`src/rtl/fetch_sequencer.sv`:
```
`default_nettype none
// +----------------------------------------------------------------------------+
// | fetch_sequencer: program counter and single-slot fetch stage with         |
// | redirect, halt and fetch statistics.                                      |
// | Revision: 1.0                                                             |
// +----------------------------------------------------------------------------+
module fetch_sequencer #(
  parameter int                 ADDR_W   = 6,
  parameter int                 INSTR_W  = 16,
  parameter logic [ADDR_W-1:0]  RESET_PC = '0
) (
  input  logic                clk,
  input  logic                rst,
  input  logic                i_start,
  output logic [ADDR_W-1:0]   o_imem_addr,
  input  logic [INSTR_W-1:0]  i_imem_data,
  output logic [INSTR_W-1:0]  o_instr_out,
  output logic [ADDR_W-1:0]   o_instr_pc,
  output logic                o_instr_valid,
  input  logic                i_instr_ready,
  input  logic                i_redirect_valid,
  input  logic [ADDR_W-1:0]   i_redirect_pc,
  input  logic                i_halt_req,
  output logic                o_running,
  output logic                o_pc_wrapped,
  output logic [15:0]         o_fetch_count
);

  typedef enum logic [1:0] {
    S_IDLE   = 2'd0,
    S_RUN    = 2'd1,
    S_HALTED = 2'd2
  } state_t;

  localparam logic [ADDR_W-1:0] c_PC_MAX    = '1;
  localparam logic [ADDR_W-1:0] c_PC_ONE    = {{(ADDR_W-1){1'b0}}, 1'b1};
  localparam logic [15:0]       c_COUNT_MAX = 16'hFFFF;

  state_t               r_state,    w_state_nxt;
  logic [ADDR_W-1:0]    r_pc,       w_pc_nxt;
  logic [INSTR_W-1:0]   r_instr,    w_instr_nxt;
  logic [ADDR_W-1:0]    r_instr_pc, w_instr_pc_nxt;
  logic                 r_valid,    w_valid_nxt;
  logic                 r_wrapped,  w_wrapped_nxt;
  logic [15:0]          r_count,    w_count_nxt;

  logic w_load;
  logic w_accept;

  // The slot refills when empty or when decode drains it this cycle.
  assign w_load   = ~r_valid | i_instr_ready;
  assign w_accept = r_valid & i_instr_ready;

  always_ff @(posedge clk or posedge rst) begin
    if (rst) begin
      r_state    <= S_IDLE;
      r_pc       <= RESET_PC;
      r_instr    <= '0;
      r_instr_pc <= '0;
      r_valid    <= 1'b0;
      r_wrapped  <= 1'b0;
      r_count    <= '0;
    end else begin
      r_state    <= w_state_nxt;
      r_pc       <= w_pc_nxt;
      r_instr    <= w_instr_nxt;
      r_instr_pc <= w_instr_pc_nxt;
      r_valid    <= w_valid_nxt;
      r_wrapped  <= w_wrapped_nxt;
      r_count    <= w_count_nxt;
    end
  end

  always_comb begin
    w_state_nxt    = r_state;
    w_pc_nxt       = r_pc;
    w_instr_nxt    = r_instr;
    w_instr_pc_nxt = r_instr_pc;
    w_valid_nxt    = r_valid;
    w_wrapped_nxt  = r_wrapped;
    w_count_nxt    = r_count;

    // An accepted instruction counts even if the same cycle flushes the slot.
    if (w_accept && (r_count != c_COUNT_MAX)) begin
      w_count_nxt = r_count + 16'd1;
    end

    case (r_state)
      S_IDLE, S_HALTED: begin
        w_valid_nxt = 1'b0;
        if (i_start) begin
          w_state_nxt = S_RUN;
          w_pc_nxt    = RESET_PC;
          if (r_state == S_IDLE) begin
            w_wrapped_nxt = 1'b0;
            w_count_nxt   = '0;
          end
        end
      end
      S_RUN: begin
        if (i_halt_req) begin
          w_state_nxt = S_HALTED;
          w_valid_nxt = 1'b0;
        end else if (i_redirect_valid) begin
          w_valid_nxt = 1'b0;
          w_pc_nxt    = i_redirect_pc;
        end else if (w_load) begin
          w_instr_nxt    = i_imem_data;
          w_instr_pc_nxt = r_pc;
          w_valid_nxt    = 1'b1;
          w_pc_nxt       = r_pc + c_PC_ONE;
          if (r_pc == c_PC_MAX) begin
            w_wrapped_nxt = 1'b1;
          end
        end
      end
      default: begin
        w_state_nxt = S_IDLE;
        w_valid_nxt = 1'b0;
      end
    endcase
  end

  assign o_imem_addr   = r_pc;
  assign o_instr_out   = r_instr;
  assign o_instr_pc    = r_instr_pc;
  assign o_instr_valid = r_valid;
  assign o_running     = (r_state == S_RUN);
  assign o_pc_wrapped  = r_wrapped;
  assign o_fetch_count = r_count;

endmodule
`default_nettype wire

```
`config.mk`:
```
export PLATFORM = sky130hd
export DESIGN_NAME = fetch_sequencer
export DESIGN_NICKNAME = d
export VERILOG_FILES = /design/src/rtl/fetch_sequencer.sv
export SDC_FILE = /design/constraint.sdc
export NUM_CORES = 1
export LEC_CHECK = 0
export BUFFER_PORTS_ARGS = -buffer_cell sky130_fd_sc_hd__buf_2
export CORE_AREA = 3 3 94 96
export CTS_CLUSTER_DIAMETER = 200
export DETAILED_ROUTE_END_ITERATION = 8
export DIE_AREA = 0 0 97 99
export HOLD_SLACK_MARGIN = 0.02
export PLACE_DENSITY = 0.48
export SLEW_MARGIN = 10
export SYNTH_ARGS = -nofsm -noshare
export SYNTH_HDL_FRONTEND = slang
export SYNTH_SLANG_ARGS = --single-unit
```
`constraint.sdc`:
```
create_clock -name clk -period 2.13 [get_ports clk]
set_input_delay 0.213 -clock clk [delete_from_list [all_inputs] [get_ports clk]]
set_output_delay 0.213 -clock clk [all_outputs]
set_load 0.02 [all_outputs]
```
==> results_tabular.tex <==
\begin{tabular}{lr}
\hline
Metric & Value \\
\hline
\multicolumn{2}{l}{\textbf{Layout}} \\
Diode insertion count for antenna repair & 0 \\
Net count reported at finish & 330 \\
Final standard cell area without fillers & 3040 µm² \\
Storage element area & 1200 µm² \\
Layout-stage area growth over the synthesis result & 26.2\% \\
Footprint of the multi-input gates & 1130 µm² \\
Fraction of the core area covered by cells at the end of the flow & 37.4\% \\
Share of final-layout standard cells stronger than drive strength 1 & 37.9\% \\
Most common library cell in the layout ignoring fill and taps & sky130\_fd\_sc\_hd\_\_buf\_2 \\
Number of inserted filler cells in the final layout & 833 \\
Most frequent cells in the layout & sky130\_fd\_sc\_hd\_\_buf\_2, sky130\_fd\_sc\_hd\_\_dfrtp\_1, sky130\_fd\_sc\_hd\_\_mux2\_1 \\
\multicolumn{2}{l}{\textbf{Yosys}} \\
Share of synthesized area occupied by flip-flops and latches & 49.8\% \\
Flip-flop and latch count after synthesis & 48 \\
Avg Cell Area, Syn & 11.2 µm² \\
Cell count after synthesis & between 200 and 250 \\
Number of synthesized flops with an enable pin & 0 \\
Syn Std Cell Area & 2410 µm² \\
Syn\_nets & roughly 250 \\
Share of flip-flops with an asynchronous set or reset & 100\% \\
Count of unique library cells instantiated by Yosys & 54 \\
Most used flip-flop cell after synthesis & sky130\_fd\_sc\_hd\_\_dfrtp\_1 \\
Number of warning messages in the yosys log & 0 \\
\multicolumn{2}{l}{\textbf{Clocking}} \\
CTS Root Buffer Type & sky130\_fd\_sc\_hd\_\_clkbuf\_8 \\
Clock insertion delay at the later pin of the skew report & 0.30 ns \\
CTS-repair resized insts & 0 \\
Number of CTS-inserted buffers & 5 \\
Number of H-tree levels & 2 \\
Max Root-Sink Buffers & 2 \\
Clock Sinks & between 40 and 50 \\
CTS tree & built \\
Clock Pin Slew Worst Setup and Hold Paths & 0.09 ns \\
\multicolumn{2}{l}{\textbf{Min path}} \\
Worst hold path stage count & 2 \\
Worst min-delay path category & input pin to register \\
\multicolumn{2}{l}{\textbf{Die}} \\
Die Wd & 97 µm \\
Count of standard-cell rows & 33 \\
Initial core utilization & 29.6\% \\
Die boundary height & 99 µm \\
Die area & 9600 µm² \\
Number of placed I/O pins & 75 \\
Core ar. & 8130 µm² \\
\multicolumn{2}{l}{\textbf{Power}} \\
Peak supply drop & 0.000351 V \\
Power per cell area & 923 nW/µm² \\
LEAKAGE & 0.00146 µW \\
\multicolumn{2}{l}{\textbf{Place}} \\
Placement Cell Area & 2920 µm² \\
Hpwl dp & roughly 4.3 mm \\
Input/output buffers & 74 \\
Weighted congestion at the end of routability-driven global placement & 0.817 \\
\multicolumn{2}{l}{\textbf{Setup path}} \\
Depth of the most critical reg-to-reg path & 6 \\
Depth of the critical timing path with buffers and inverters included & 6 \\
Kind of launch point of the worst setup path & register \\
Crit path capture type & register \\
Cell-by-cell listing of the critical path & ha\_1 > nand4\_2 > nor4\_4 > buf\_4 > or4\_2 > nand2\_1 \\
Largest delay share family, worst path & simple AND/OR/NAND/NOR gates \\
Data arrival, critical path & 2.12 ns \\
Critical-path cell with the highest stage delay & sky130\_fd\_sc\_hd\_\_or4\_2 \\
Max Fanout on Critical Path & 7 \\
Highest cell delay on the worst timing path & 0.61 ns \\
Count of buffer and inverter cells on the critical path & 1 \\
Required time of the critical path & 2.36 ns \\
Path type of the worst setup path & register to register \\
\multicolumn{2}{l}{\textbf{Global route}} \\
First-pass GRT wire length & $\sim$9.6 mm \\
Antenna violations before repair & 0 \\
Tot GR Track Use & 12.1\% \\
Vias in the first global route & 1,931 \\
Largest net degree at the start of global routing & 26 \\
Total global routing overflow & 0 \\
\multicolumn{2}{l}{\textbf{Timing}} \\
Final hold violation count & 0 \\
Final total negative setup slack & 0 ns \\
Worst clock skew & 0.0110 ns \\
Final Max Tran Viols & 0 \\
Final Setup Violations & 0 \\
Normalized max-slew margin & 63.9\% \\
Slew at the pin with the worst max-slew slack & 0.541 ns \\
Maximum clock rate & 529 MHz \\
Period utilization & 88.7\% \\
Final critical path time including I/O delays and setup & roughly 1.9 ns \\
Post-route worst hold slack & 0.117 ns \\
Setup repair after global routing missed its margin & false \\
\multicolumn{2}{l}{\textbf{Detailed routing}} \\
Total via count in the routed design & 2,009 \\
DRC viols & 0 \\
Detail-routed net length per standard cell & 14.0 µm \\
Drt total wl & 5.69 mm \\
Number of optimization iterations in the first detailed-route pass & 6 \\
Number of routed nets with antenna violations & 0 \\
Via count normalized by instance count & 4.95 \\
Drt initial violations & 52 \\
\multicolumn{2}{l}{\textbf{Flow run}} \\
Total of max-cap violations & 0 \\
\multicolumn{2}{l}{\textbf{Status}} \\
Status & complete, no violations \\
\hline
\end{tabular}
## routing by layer
| metal | global-route usage (%) | part of all wire (%) |
|---|---|---|
| met1 | 16.3 | 46 |
| met2 | 20.0 | 49 |
| met3 | 2.05 | 4.3 |
| met4 | 3.24 | 1.1 |
| met5 | 0 | 0 |
## logic make-up after synthesis
| kind of cell | after synthesis | share of synthesized area (%) |
|---|---|---|
| buf+inv | 12 | 3.17 |
| simple gates | 84 | 22.3 |
| fa+ha+maj | 2 | 1.04 |
| xor+xnor | 1 | 0.364 |
| mux | 23 | 10.7 |
| flops | 48 | 49.8 |
| compound gates | 46 | 12.6 |
## worst paths after layout
check / to / startpoint / slack [ns]
worst max-delay path: o_fetch_count[2] / o_fetch_count[0] / 0.24
worst min-delay path: o_instr_out[8] / i_imem_data[8] / 0.12
worst max register to register: o_fetch_count[2] / o_fetch_count[0] / 0.24
worst min register to register: o_instr_out[6] / o_instr_out[6] / 0.49
max in group asynchronous: o_pc_wrapped / rst / 1.10
min in group asynchronous: o_instr_out[12] / rst / 0.50
## cell usage after synthesis, types with 3 or more instances
cell type / number / area share (%)
sky130_fd_sc_hd__dfrtp_1: 48 / 50
sky130_fd_sc_hd__or4_1: 6 / 1.9
sky130_fd_sc_hd__o211ai_1: 3 / 0.93
sky130_fd_sc_hd__nor3_1: 3 / 0.62
sky130_fd_sc_hd__mux2_1: 20 / 9.3
sky130_fd_sc_hd__inv_1: 3 / 0.47
sky130_fd_sc_hd__a21oi_1: 10 / 2.1
sky130_fd_sc_hd__nor2b_1: 4 / 1.0
sky130_fd_sc_hd__buf_6: 3 / 1.4
sky130_fd_sc_hd__nand2_1: 17 / 2.6
sky130_fd_sc_hd__nand3_1: 7 / 1.5
sky130_fd_sc_hd__or3_1: 6 / 1.6
sky130_fd_sc_hd__o21ai_0: 14 / 2.9
sky130_fd_sc_hd__o31ai_1: 6 / 1.9
sky130_fd_sc_hd__nor2_1: 10 / 1.6
sky130_fd_sc_hd__nand4_1: 6 / 1.6
sky130_fd_sc_hd__nand2b_1: 3 / 0.78
## power breakdown
part / internal, µW / switching [µW]
clock network: 264 / 302
registers: 1150 / 144
logic: 366 / 586
total: 1780 / 1030
## sequential cells by signal, summed over array words and instances (netlist names)
| register | count |
|---|---|
| o_instr_pc | 6 |
| o_instr_valid | 1 |
| o_fetch_count | 16 |
| o_imem_addr | 6 |
| o_pc_wrapped | 1 |
| r_state | 2 |
| o_instr_out | 16 |
## what timing repair did
action / CTS / global route
endpoints found under the setup margin: 0 / 3
hold endpoints to repair: 24 / 0
buffers inserted: 0 / 3
hold buffers: 1 / 0
## cell type report
cell class,instances,share of cell area (%)
timing repair buffer,85,15.4
clock buffer,7,2.84
tap,105,4.32
clock inverter,1,0.247
sequential,48,39.5
inverter,4,0.494
multi-input combinational,156,37.2
## stage by stage
stage,cells,total power (µW),setup slack [ns]
finish,406,2810,0.241
floorplan,216,1910,0.325
detailed placement,394,2280,0.161
CTS,403,2870,0.148
global placement,394,2270,0.267
global route,406,2990,0.174
## worst register-to-register path: stages, from the launching register on
cell	delay (ns)
sky130_fd_sc_hd__dfrtp_1	0.45
sky130_fd_sc_hd__ha_1	0.28
sky130_fd_sc_hd__nand4_2	0.17
sky130_fd_sc_hd__nor4_4	0.08
sky130_fd_sc_hd__buf_4	0.16
sky130_fd_sc_hd__or4_2	0.61
sky130_fd_sc_hd__nand2_1	0.09
(Power assumes the default switching activity.)
